`src/rtl/branch_recovery_pkg.sv`:
```
// Shared types for the branch recovery slice: recovery FSM states and the
// per-ROB-slot resolution record.
package branch_recovery_pkg;

  typedef enum logic [1:0] {
    IDLE  = 2'd0,
    FLUSH = 2'd1,
    DRAIN = 2'd2
  } br_rec_state_t;

  typedef struct packed {
    logic        v;
    logic        mis;
    logic        taken;
    logic [31:0] act_next;
    logic [31:0] target;
    logic [31:0] pc;
  } br_res_entry_t;

  // Fall-through wraps at 2^32 like any other fetch address.
  function automatic logic [31:0] calc_act_next(input logic        taken,
                                                input logic [31:0] target,
                                                input logic [31:0] pc);
    return taken ? target : pc + 32'd4;
  endfunction

endpackage

```
`src/rtl/br_res_table.sv`:
```
// ROB-indexed resolution table: one write port, one combinational read port
// that forwards a same-cycle write, a per-index clear and a global clear.
module br_res_table
  import branch_recovery_pkg::*;
#(
  parameter int DEPTH = 16,
  parameter int IDX_W = $clog2(DEPTH)
) (
  input  logic          clk,
  input  logic          rst,
  input  logic          wr_en,
  input  logic [IDX_W-1:0] wr_idx,
  input  br_res_entry_t wr_data,
  input  logic          clr_en,
  input  logic [IDX_W-1:0] clr_idx,
  input  logic          clr_all,
  input  logic [IDX_W-1:0] rd_idx,
  output br_res_entry_t rd_data
);

  br_res_entry_t table_q [DEPTH];
  br_res_entry_t table_d [DEPTH];

  // A commit that consumes a bypassed write leaves the slot invalid, so the
  // clears are applied after the write.
  always_comb begin
    table_d = table_q;
    if (wr_en) table_d[wr_idx] = wr_data;
    if (clr_en) table_d[clr_idx].v = 1'b0;
    if (clr_all) begin
      for (int i = 0; i < DEPTH; i++) table_d[i].v = 1'b0;
    end
  end

  always_comb begin
    rd_data = table_q[rd_idx];
    if (wr_en && (wr_idx == rd_idx)) rd_data = wr_data;
  end

  always_ff @(posedge clk or posedge rst) begin
    if (rst) begin
      for (int i = 0; i < DEPTH; i++) table_q[i] <= '0;
    end else begin
      table_q <= table_d;
    end
  end

endmodule

```
`src/rtl/branch_recovery.sv`:
```
// Consumes branch-unit resolutions, gates ROB commit of branches, releases
// predictor updates and sequences the flush/redirect after a mispredict.
module branch_recovery
  import branch_recovery_pkg::*;
#(
  parameter int ROB_DEPTH    = 16,
  parameter int ROB_IDX_W    = $clog2(ROB_DEPTH),
  parameter int FLUSH_CYCLES = 2
) (
  input  logic                 clk,
  input  logic                 rst,
  input  logic                 br_valid,
  input  logic [ROB_IDX_W-1:0] br_rob_idx,
  input  logic [31:0]          br_pc,
  input  logic [31:0]          br_pred_next,
  input  logic                 br_result,
  input  logic [31:0]          br_target,
  output logic                 stall_br,
  input  logic                 commit_valid,
  input  logic [ROB_IDX_W-1:0] commit_rob_idx,
  input  logic                 commit_is_br,
  output logic                 commit_ready,
  output logic                 flush,
  output logic                 redirect_valid,
  output logic [31:0]          redirect_pc,
  output logic                 bp_upd_valid,
  output logic [31:0]          bp_upd_pc,
  output logic                 bp_upd_taken,
  output logic [31:0]          bp_upd_target,
  output logic [31:0]          perf_br_cnt,
  output logic [31:0]          perf_mispred_cnt
);

  localparam int CNT_W = (FLUSH_CYCLES > 1) ? $clog2(FLUSH_CYCLES) : 1;
  localparam logic [CNT_W-1:0] DRAIN_LOAD = CNT_W'(FLUSH_CYCLES - 1);

  br_rec_state_t  state_q, state_d;
  logic [CNT_W-1:0] drain_cnt_q, drain_cnt_d;
  logic           stall_q, stall_d;
  logic           flush_q, flush_d;
  logic [31:0]    redirect_pc_q, redirect_pc_d;
  logic           bp_upd_valid_q, bp_upd_valid_d;
  logic [31:0]    bp_upd_pc_q, bp_upd_pc_d;
  logic           bp_upd_taken_q, bp_upd_taken_d;
  logic [31:0]    bp_upd_target_q, bp_upd_target_d;
  logic [31:0]    br_cnt_q, br_cnt_d;
  logic [31:0]    mis_cnt_q, mis_cnt_d;

  logic           idle;
  logic           wr_en;
  logic [31:0]    res_act_next;
  br_res_entry_t  wr_data;
  br_res_entry_t  rd_data;
  logic           br_commit;

  // Anything resolving outside IDLE is younger than the flushing branch.
  always_comb begin
    idle         = (state_q == IDLE);
    wr_en        = br_valid && idle;
    res_act_next = calc_act_next(br_result, br_target, br_pc);
    wr_data      = '{v: 1'b1, mis: (res_act_next != br_pred_next),
                     taken: br_result, act_next: res_act_next,
                     target: br_target, pc: br_pc};
    commit_ready = idle && (!commit_is_br || rd_data.v);
    br_commit    = commit_valid && commit_is_br && commit_ready;
  end

  br_res_table #(
    .DEPTH (ROB_DEPTH),
    .IDX_W (ROB_IDX_W)
  ) u_table (
    .clk     (clk),
    .rst     (rst),
    .wr_en   (wr_en),
    .wr_idx  (br_rob_idx),
    .wr_data (wr_data),
    .clr_en  (br_commit),
    .clr_idx (commit_rob_idx),
    .clr_all (state_q == FLUSH),
    .rd_idx  (commit_rob_idx),
    .rd_data (rd_data)
  );

  always_comb begin
    state_d         = state_q;
    drain_cnt_d     = drain_cnt_q;
    stall_d         = stall_q;
    flush_d         = 1'b0;
    redirect_pc_d   = redirect_pc_q;
    bp_upd_valid_d  = 1'b0;
    bp_upd_pc_d     = bp_upd_pc_q;
    bp_upd_taken_d  = bp_upd_taken_q;
    bp_upd_target_d = bp_upd_target_q;
    br_cnt_d        = br_cnt_q;
    mis_cnt_d       = mis_cnt_q;
    case (state_q)
      IDLE: begin
        if (br_commit) begin
          bp_upd_valid_d  = 1'b1;
          bp_upd_pc_d     = rd_data.pc;
          bp_upd_taken_d  = rd_data.taken;
          bp_upd_target_d = rd_data.target;
          br_cnt_d        = br_cnt_q + 32'd1;
          if (rd_data.mis) begin
            mis_cnt_d     = mis_cnt_q + 32'd1;
            redirect_pc_d = rd_data.act_next;
            flush_d       = 1'b1;
            stall_d       = 1'b1;
            state_d       = FLUSH;
          end
        end
      end
      FLUSH: begin
        state_d     = DRAIN;
        drain_cnt_d = DRAIN_LOAD;
        stall_d     = 1'b1;
      end
      DRAIN: begin
        if (drain_cnt_q == '0) begin
          state_d = IDLE;
          stall_d = 1'b0;
        end else begin
          drain_cnt_d = drain_cnt_q - CNT_W'(1);
        end
      end
      default: begin
        state_d = IDLE;
        stall_d = 1'b0;
      end
    endcase
  end

  always_ff @(posedge clk or posedge rst) begin
    if (rst) begin
      state_q         <= IDLE;
      drain_cnt_q     <= '0;
      stall_q         <= 1'b0;
      flush_q         <= 1'b0;
      redirect_pc_q   <= '0;
      bp_upd_valid_q  <= 1'b0;
      bp_upd_pc_q     <= '0;
      bp_upd_taken_q  <= 1'b0;
      bp_upd_target_q <= '0;
      br_cnt_q        <= '0;
      mis_cnt_q       <= '0;
    end else begin
      state_q         <= state_d;
      drain_cnt_q     <= drain_cnt_d;
      stall_q         <= stall_d;
      flush_q         <= flush_d;
      redirect_pc_q   <= redirect_pc_d;
      bp_upd_valid_q  <= bp_upd_valid_d;
      bp_upd_pc_q     <= bp_upd_pc_d;
      bp_upd_taken_q  <= bp_upd_taken_d;
      bp_upd_target_q <= bp_upd_target_d;
      br_cnt_q        <= br_cnt_d;
      mis_cnt_q       <= mis_cnt_d;
    end
  end

  assign stall_br         = stall_q;
  assign flush            = flush_q;
  assign redirect_valid   = flush_q;
  assign redirect_pc      = redirect_pc_q;
  assign bp_upd_valid     = bp_upd_valid_q;
  assign bp_upd_pc        = bp_upd_pc_q;
  assign bp_upd_taken     = bp_upd_taken_q;
  assign bp_upd_target    = bp_upd_target_q;
  assign perf_br_cnt      = br_cnt_q;
  assign perf_mispred_cnt = mis_cnt_q;

endmodule

```
`config.mk`:
```
export PLATFORM = sky130hd
export DESIGN_NAME = branch_recovery
export DESIGN_NICKNAME = d
export VERILOG_FILES = /design/src/rtl/branch_recovery_pkg.sv /design/src/rtl/br_res_table.sv /design/src/rtl/branch_recovery.sv
export SDC_FILE = /design/constraint.sdc
export NUM_CORES = 2
export LEC_CHECK = 0
export BUFFER_PORTS_ARGS = -buffer_cell sky130_fd_sc_hd__buf_2
export CAP_MARGIN = 0
export CELL_PAD_IN_SITES_DETAIL_PLACEMENT = 1
export CELL_PAD_IN_SITES_GLOBAL_PLACEMENT = 2
export CORE_MARGIN = 5
export CORE_UTILIZATION = 46
export DETAILED_ROUTE_END_ITERATION = 6
export GPL_ROUTABILITY_DRIVEN = 0
export PLACE_DENSITY_LB_ADDON = 0.1
export SLEW_MARGIN = 40
export SYNTH_ARGS = -nofsm -noshare
export SYNTH_HDL_FRONTEND = slang
export SYNTH_SLANG_ARGS = --single-unit
```
`constraint.sdc`:
```
create_clock -name clk -period 113.5 [get_ports clk]
set_input_delay 0 -clock clk [delete_from_list [all_inputs] [get_ports clk]]
set_output_delay 0 -clock clk [all_outputs]
set_load 0.01 [all_outputs]
```
==> results.md <==
* Congestion Overflow GR at 0
* Crit path DAT at approximately 5.4 ns
* Worst slack, placed at about 110 ns
* Reg2reg path depth at 12
* Worst R2R Setup Slack at about 110 ns
* Post-synth top area cell: dfrtp_1
* Critical Path Sink Type: flip-flop
* Cell mode on critical path: nand4_1
* Max-Cap Viols at 0
* First-pass GRT wire length at around 420,000 um
* DIE AREA at 182,000 um2
* Top cell type's share of synthesized area at 54.9%
* Number of fillers in the final layout at 18,000
* Layout cells sized above 1 at 22.8%
* Chip width at 426 um
* CP Data Required Time at 114.22 ns
* Final worst slack at 108.87 ns
* Slew headroom at a little over a third
* Kind of critical path: input port to flip-flop
* Synthesized area at approximately 80,000 um2
* Met2 wire length at 137,000 um
* Worst-Skew Late Latency at 0.84 ns
* Leak at 42.8 nW
* VDD IR max at roughly 0.016 mV
* Top routing layer used: met5
* Total GRT Usage at 30.9%
* Largest net degree at the start of global routing at 147
* Post-route cell area at 90,900 um2
* Critical R2R Launch: state_q[0]
* Total CTS buffers at 192
* Most used DFF post-synth: dfrtp_1
* Synth warnings at 0
* HP Start: br_pred_next[9]
* Synth top cells by count: 2,468 x nand2_1, 1,751 x dfrtp_1, 619 x o21ai_0, 550 x clkbuf_1, 495 x mux4_2
* Setup Viol. Count Final at 0
* CTS H-tree depth at 4
* Hold Crit Class: input port to flip-flop
* RSZ-0062 raised after global routing: no
* Worst path buffer plus inverter count at 3
* Crit path largest cell delay at between 0.6 and 0.7 ns
* Max Freq at 0.216 GHz
* Period utilization at 4.08%
* CTS Buffer Depth at 3
* Final WL at 278,000 um
* TritonCTS clock tree: yes
* Root Driver: clkbuf_16
* Yosys cell types at 68
* Wire per inst at approximately 29 um
* Via count at approximately 57,000
* Worst hold slack at 0.114 ns
* Startpoint types: input port
* Clock slew at reported path FFs at 0.06 ns
* Final hold vios at 0
* Syn Inst Count at 7,199
* Mean area per synthesized cell at around 11 um2
* EDFF count, synth at 0
* Pwr Density at 24.0 nW/um2
* Worst Path Max Fanout at 35
* Most common cell in the netlist: nand2_1
* Vias in the first global route at 61,400
* Buffers on Ports at 275
* Post-placement cell area at 83,500 um2
* Delay-heaviest family, CP: simple AND/OR/NAND/NOR gates
* Post-DP HPWL at 161,000 um
* Drt first pass iters at 5
* Finished Core Util at a little over half
* Synth async-reset ratio at 100%
* Tmin final at 4.63 ns
* Mapped Nets at around 7,300
* Final slew viol count at 0
* Final #Nets at 7,377
* M1 WL at 118,000 um
* Post-CTS Setup Bufs at 0
* Core footprint at 172,000 um2
* Slew @ Worst Pin at approximately 0.95 ns
* Hold path cells at 6
* DRC errors left at 0
* Layout area overhead at 13.9%
* Antenna viol nets, final at 0
* Routed vias/inst at 5.88
* Clk sink count at around 1,800
* Sequential element share of the synthesized area at 54.9%
* Initial antenna violation count at 33
* Clock skew at 0.0246 ns
* Die Y at 426 um
* Synth area leaders: dfrtp_1 55%, mux4_2 14%, nand2_1 12%
* First DRT Iteration DRCs at 4,273
* Final TNS setup at 0 ns
* Io pins at ~280
* Met3 routed WL at 12,100 um
* Slowest cell on the critical path: o31ai_4
* Synth Register Bits at between 1,500 and 2,000
* R2R Path End: perf_br_cnt[25]
* Initial Utilization at 46.4%
* Outcome: finished, final reports clean
* Std cell rows at 152
* Cell Chain, Critical Path: dlygate4sd3_1 -> buf_2 -> ha_1 -> and4_1 -> nand4_1 -> o31a_1 -> o31ai_4 -> xnor2_1 -> a2111oi_0 -> nand4_1 -> buf_4 -> and2_4 -> mux2_1
* CP Launch Point: br_pc[2]
-- worst reg2reg max path, cell delays in order, from the launching register on --
cell     delay, ns
dfrtp_1       0.39
inv_1         0.11
ha_1          0.16
buf_4         0.20
nand2_1       0.17
nor2_1        0.17
a41oi_1       0.32
nor2_4        0.37
buf_6         0.65
and3_1        0.48
nor2b_1       0.54
nand4_1       0.19
xnor2_1       0.16
-- report_power, final --
| part | internal (mW) | switching (mW) |
|---|---|---|
| Combinational | 0.272 | 0.246 |
| Clock | 0.371 | 0.266 |
| Sequential | 0.883 | 0.148 |
-- worst max-delay path by stage --
| stage | cells past startpoint | endpoint | slack, ns |
|---|---|---|---|
| 2_1_floorplan | 1 | async pin | 64.07 |
| 3_3_place_gp | 12 | redirect_pc[26] | 108.41 |
| 3_5_place_dp | 12 | redirect_pc[20] | 108.66 |
| 4_1_cts | 9 | async pin | 108.75 |
| 5_1_grt | 13 | redirect_pc[24] | 108.46 |
| 6_report | 13 | redirect_pc[24] | 108.87 |
-- cell type report --
cell class	count	area [um2]	area share, %
antenna	21	52.6	0.0578
clock buffer	298	5920	6.52
clock inverter	47	487	0.536
inverter	27	109	0.120
multi-input combinational	4787	33800	37.2
sequential	1751	43800	48.2
tap	2310	2890	3.18
timing repair buffer	502	3830	4.21
-- cells by family (layout without fill, tap and decap cells) --
kind of cell / Yosys count / in the layout / synth area share (%)
flops: 1751 / 1751 / 54.9
buf+inv: 661 / 874 / 3.16
fa+ha+maj: 6 / 6 / 0.0941
compound gates: 809 / 809 / 5.36
xor+xnor: 129 / 129 / 1.47
simple gates: 2859 / 2859 / 14.2
other cells: 0 / 21 / 0
mux: 984 / 984 / 20.8
-- what timing repair did --
item,CTS,global route
hold buffers,80,0
setup endpoints to repair,0,0
hold endpoints to repair,1478,0
resized for setup,0,0
-- layer usage --
layer	vias to the layer above	GRT usage [%]
li1	24700	-
met1	30700	41.5
met2	1473	51.9
met3	449	3.86
met4	2	11.7
met5	-	0
-- metrics by stage --
| step | instances | power, mW |
|---|---|---|
| 6_report | 9743 | 2.19 |
| 3_3_place_gp | 9279 | 1.51 |
| 4_1_cts | 9717 | 2.20 |
| 2_1_floorplan | 7199 | 1.38 |
| 5_1_grt | 9737 | 2.31 |
| 3_5_place_dp | 9292 | 1.55 |
-- cell usage in the layout, fill, tap and decap left out, types with 62 or more instances in the layout --
cell and count:
nor2_1 132, xnor2_1 96, mux2_2 414, dlygate4sd3_1 80
buf_2 270, clkbuf_16 198, a21oi_1 117, clkbuf_8 62
o21ai_0 619, nand2_1 2456, mux2i_1 66, dfrtp_1 1751
mux4_2 495, buf_4 79
Power figures use the tool's default switching activity.
